===== src/rtl/ldl_sfifo_v1.sv =====
// ldl_sfifo_v1: single-clock synchronous FIFO, 2^AW x DW storage.
// AHEAD=1 gives first-word-fall-through output, AHEAD=0 gives a registered
// read with one cycle of latency. Flags and counts derive from the pointers.
module ldl_sfifo_v1 #(
    parameter int DW    = 8,
    parameter int AW    = 4,
    parameter int AHEAD = 1
) (
    input  logic          clk,
    input  logic          rst,
    input  logic          we,
    input  logic          re,
    input  logic [DW-1:0] din,
    output logic          empty,
    output logic          full,
    output logic [DW-1:0] dout,
    output logic [AW:0]   wcnt,
    output logic [AW:0]   rcnt
);

    localparam int          DEPTH     = 1 << AW;
    localparam logic [AW:0] DEPTH_CNT = (AW+1)'(DEPTH);

    // Pointers carry one extra wrap bit so full and empty stay distinct
    logic [AW:0]   wptr;
    logic [AW:0]   rptr;
    logic [AW:0]   occ;
    logic          wr_ok;
    logic          rd_ok;
    logic [DW-1:0] mem [DEPTH];

    // Occupancy is a modular difference; wrap of the extra bit cancels out
    function automatic logic [AW:0] occupancy(input logic [AW:0] w,
                                              input logic [AW:0] r);
        return w - r;
    endfunction

    // Counts and flags depend only on the registered pointers
    always_comb begin
        occ   = occupancy(wptr, rptr);
        rcnt  = occ;
        wcnt  = DEPTH_CNT - occ;
        empty = (rcnt == '0);
        full  = (wcnt == '0);
    end

    // Accesses are qualified with flags sampled before the edge
    assign wr_ok = we && !full;
    assign rd_ok = re && !empty;

    // Pointer advance on each accepted access
    always_ff @(posedge clk or negedge rst) begin
        if (!rst) begin
            wptr <= '0;
            rptr <= '0;
        end else begin
            if (wr_ok) wptr <= wptr + 1'b1;
            if (rd_ok) rptr <= rptr + 1'b1;
        end
    end

    // Storage array, cleared on reset so the look-ahead output is defined
    always_ff @(posedge clk or negedge rst) begin
        if (!rst) begin
            for (int i = 0; i < DEPTH; i++) mem[i] <= '0;
        end else if (wr_ok) begin
            mem[wptr[AW-1:0]] <= din;
        end
    end

    generate
        if (AHEAD != 0) begin : g_ahead
            // Head word presented combinationally; qualify with !empty
            assign dout = mem[rptr[AW-1:0]];
        end else begin : g_reg
            logic [DW-1:0] dout_r;
            // Head word captured on an accepted read, held otherwise
            always_ff @(posedge clk or negedge rst) begin
                if (!rst) begin
                    dout_r <= '0;
                end else if (rd_ok) begin
                    dout_r <= mem[rptr[AW-1:0]];
                end
            end
            assign dout = dout_r;
        end
    endgenerate

endmodule


===== config.mk =====
export PLATFORM = sky130hd
export DESIGN_NAME = ldl_sfifo_v1
export DESIGN_NICKNAME = d
export VERILOG_FILES = /design/src/rtl/ldl_sfifo_v1.sv
export SDC_FILE = /design/constraint.sdc
export NUM_CORES = 1
export LEC_CHECK = 0
export ABC_AREA = 1
export BUFFER_PORTS_ARGS = -buffer_cell sky130_fd_sc_hd__buf_2
export CAP_MARGIN = 10
export CORE_AREA = 2 2 124 126
export CTS_BUF_LIST = sky130_fd_sc_hd__clkbuf_8
export DETAILED_ROUTE_END_ITERATION = 10
export DIE_AREA = 0 0 126 128
export PLACE_DENSITY = 0.7
export SLEW_MARGIN = 5
export SYNTH_ARGS = -nofsm -noshare
export SYNTH_HDL_FRONTEND = slang
export SYNTH_SLANG_ARGS = --single-unit
export TNS_END_PERCENT = 20

===== constraint.sdc =====
create_clock -name clk -period 3.8 [get_ports clk]
set_input_delay 0.38 -clock clk [delete_from_list [all_inputs] [get_ports clk]]
set_output_delay 0.38 -clock clk [all_outputs]
set_load 0.03 [all_outputs]

==> results.sh <==
export IMPL_synth_xor_xnor_area_share_pct=1.18
export IMPL_number_of_antenna_violations_at_the_first_check_in_global_routing=0
export IMPL_total_die_area_sq_um=16100
export IMPL_status="finished, violations left"
export IMPL_netlist_area_sq_um=7440
export IMPL_synth_yosys_warnings=0
export IMPL_slowest_stage="sky130_fd_sc_hd__fa_1"
export IMPL_die_h_um=128
export IMPL_worst_slew_pin_transition_ps=838
export IMPL_vias=6755
export IMPL_start_util_pct=50.1
export IMPL_fp_coreArea_sq_um=14900
export IMPL_holdCritPathClass="primary input to asynchronous set/reset pin"
export IMPL_postSynthNetCount=942
export IMPL_synthMuxAreaShare_pct=0
export IMPL_synthSimpleGateAreaFrac_pct=35.5
export IMPL_drt_wirelength_per_cell_um=19.9
export IMPL_reg2regPathDepth=15
export IMPL_crit_path_max_fanout=5
export IMPL_syn_inst=918
export IMPL_grt_first_pass_wirelength_mm=34.7
export IMPL_max_clock_path_buffers=2
export IMPL_crit_path_end_kind="output pin"
export IMPL_regToRegEndpoint="mem[2]"
export IMPL_setup_tns_final_ps=0
export IMPL_weighted_congestion_at_the_end_of_routability_driven_global_placement=0.910
export IMPL_finalCritPeriodShare_pct=92.9
export IMPL_antennaDiodeCount=0
export IMPL_cts_tree="built"
export IMPL_arithmetic_cell_share_of_the_synthesized_area_counting_full_adders_half_adders_and_majority_gates_pct=2.12
export IMPL_area_growth_syn_to_layout_pct=7.87
export IMPL_netlist_cell_type_count=28
export IMPL_gr_usage_all_layers_pct=27.8
export IMPL_synth_largest_area_cell="sky130_fd_sc_hd__dfrtp_1"
export IMPL_synth_seq_area_share_pct=46.4
export IMPL_grt_setup_unrepaired="no"
export IMPL_synth_compound_area_share_pct=8.16
export IMPL_clock_sinks=138
export IMPL_vias_in_the_first_global_route=6201
export IMPL_core_rowCount=45
export IMPL_min_clock_period_post_route_ps=3530
export IMPL_dpl_cell_count=1082
export IMPL_antenna_violating_nets_post_route=0
export IMPL_maxSlewHeadroom_pct=44.1
export IMPL_route_detailed_drc=0
export IMPL_timing_max_transition_violations_final=0
export IMPL_floorplan_die_width_um=126
export IMPL_leakage_power_figure_nw=3.98
export IMPL_hold_buffers=0
export IMPL_finalHoldViolations=23
export IMPL_synth_top_family_by_area="simple AND/OR/NAND/NOR gates"
export IMPL_first_iter_violations=654
export IMPL_clk_root_buffer_cell="sky130_fd_sc_hd__clkbuf_8"
export IMPL_yosys_top_cells_area="sky130_fd_sc_hd__dfrtp_1, sky130_fd_sc_hd__nand2_1, sky130_fd_sc_hd__nand4_1"
export IMPL_rrSetupSlack_ps=450
export IMPL_worstSetupStartpointType="flop"
export IMPL_p_per_area_nw_per_um2=1010
export IMPL_cts_htree_levels=4
export IMPL_final_setup_viol_count=0
export IMPL_routed_wl_mm=22.2
export IMPL_post_route_cells_drive_above_1_share_pct=11.5
export IMPL_grt_overflow_total=0
export IMPL_ys_ff_latch=138
export IMPL_port_buffers=31
export IMPL_grt_max_degree=88
export IMPL_design_portCount=32
export IMPL_routed_via_density=6.05
export IMPL_layout_nets=939
export IMPL_cpPeakStageDelay_ps=490
export IMPL_crit_reg2reg_launch="wptr[0]"
export IMPL_layout_common_cells="sky130_fd_sc_hd__nand2_1, sky130_fd_sc_hd__dfrtp_1, sky130_fd_sc_hd__nand4_1"
export IMPL_timing_clock_skew_ps=9.77
export IMPL_place_detailed_hpwl_mm=13.5
export IMPL_worstPathRequired_ps=3420
export IMPL_area_share_of_the_leading_cell_type_in_the_synthesized_netlist_pct=46.4
export IMPL_max_cap_violations=0
export IMPL_failed_checks="hold timing"
export IMPL_synthesis_area_per_instance_sq_um=8.11
export IMPL_power_ir_vdd_worst_v=0.000872
export IMPL_critical_path_cell_chain="inv_1 -> ha_1 -> fa_1 -> ha_1 -> nand3_1 -> nor2_1 -> ha_1 -> inv_1 -> nor2_2 -> nand3_4 -> inv_1 -> buf_2"
export IMPL_crit_type="flop to output pin"
export IMPL_layout_commonest_cell="sky130_fd_sc_hd__nand2_1"
export IMPL_worst_endpoint_arrival_ps=3150
export IMPL_clkSlewWorstSetupHoldPaths_ps=80
export IMPL_holdWs_ps=-41.7
export IMPL_insertion_delay_ps=480
export IMPL_numCtsBuffers=17
export IMPL_fmax_mhz=283
export IMPL_detailedRoute_firstPassIterationCount=5
export IMPL_fin_cells=1116
-- synth_stat cells, drive strengths merged --
master and number:
fa 1, xor2 6, buf 33, o22ai 20, o211ai 8, o221ai 8
o21ai 66, a21oi 2, dfrtp 138, inv 23, xnor2 4, nand2 298
ha 11, nand3 40, nor2 90, o21bai 1, nand4 130, clkbuf 39
-- state kept, by name, indices dropped and copies added (netlist names) --
| name | flops |
|---|---|
| rptr | 5 |
| mem | 128 |
| wptr | 5 |
-- worst max path at each step --
stage / start / depth (start not counted) / endpoint / slack, ps
detailed placement: wptr[0] / 14 / mem[126] / 550
floorplan: rptr[2] / 15 / full / 570
CTS: wptr[0] / 12 / full / 140
global placement: wptr[0] / 15 / mem[127] / 660
global route: wptr[0] / 12 / full / 180
finish: wptr[0] / 12 / full / 270
-- layer usage --
layer / wire [um] / part of all wire (%) / track usage (%)
met1: 9590 / 43 / 39.2
met2: 10100 / 45 / 41.5
met3: 1880 / 8.5 / 7.14
met4: 633 / 2.8 / 10.6
met5: 0 / 0 / 0
-- timing repair --
action,in CTS,in global routing
hold endpoints to repair,0,0
setup buffers,0,1
endpoints found under the setup margin,0,1
gates resized for setup,0,1
-- layout make-up --
cell class / instances / area (sq um)
Tap cell: 188 / 235
Clock inverter: 15 / 183
Sequential cell: 138 / 3450
Timing Repair Buffer: 49 / 324
Fill cell: 1413 / 6840
Multi-Input combinational cell: 686 / 3510
Inverter: 23 / 86.3
Clock buffer: 17 / 234
-- where the power goes --
group	internal [W]	switching (W)
sequential	0.00207	0.000387
clock	0.000703	0.000592
combinational	0.00128	0.00310
total	0.00406	0.00408
-- metrics by stage --
step,hold WS [ps],power [W],setup WS (ps),util [%],instance area [sq um]
detailed placement,453,0.00673,554,51.1,7590
floorplan,84.4,0.00564,573,-,7440
global route,29.3,0.00866,176,54.0,8030
CTS,10.3,0.00802,136,53.9,8010
global placement,448,0.00666,664,51.1,7590
finish,-41.7,0.00814,271,54.0,8030
-- cell families after synthesis --
family / Yosys count
compound gates: 105
xor+xnor: 10
fa+ha+maj: 12
buf+inv: 95
flops: 138
simple gates: 558
-- critical path: cells and delay by family, from the launching register on --
family                   cells  cell delay, ps
adder cells (fa/ha/maj)      4            1260
AND/OR/NAND/NOR              4             560
flip-flops                   1             440
buffers and inverters        4             420
(Power assumes the default switching activity.)
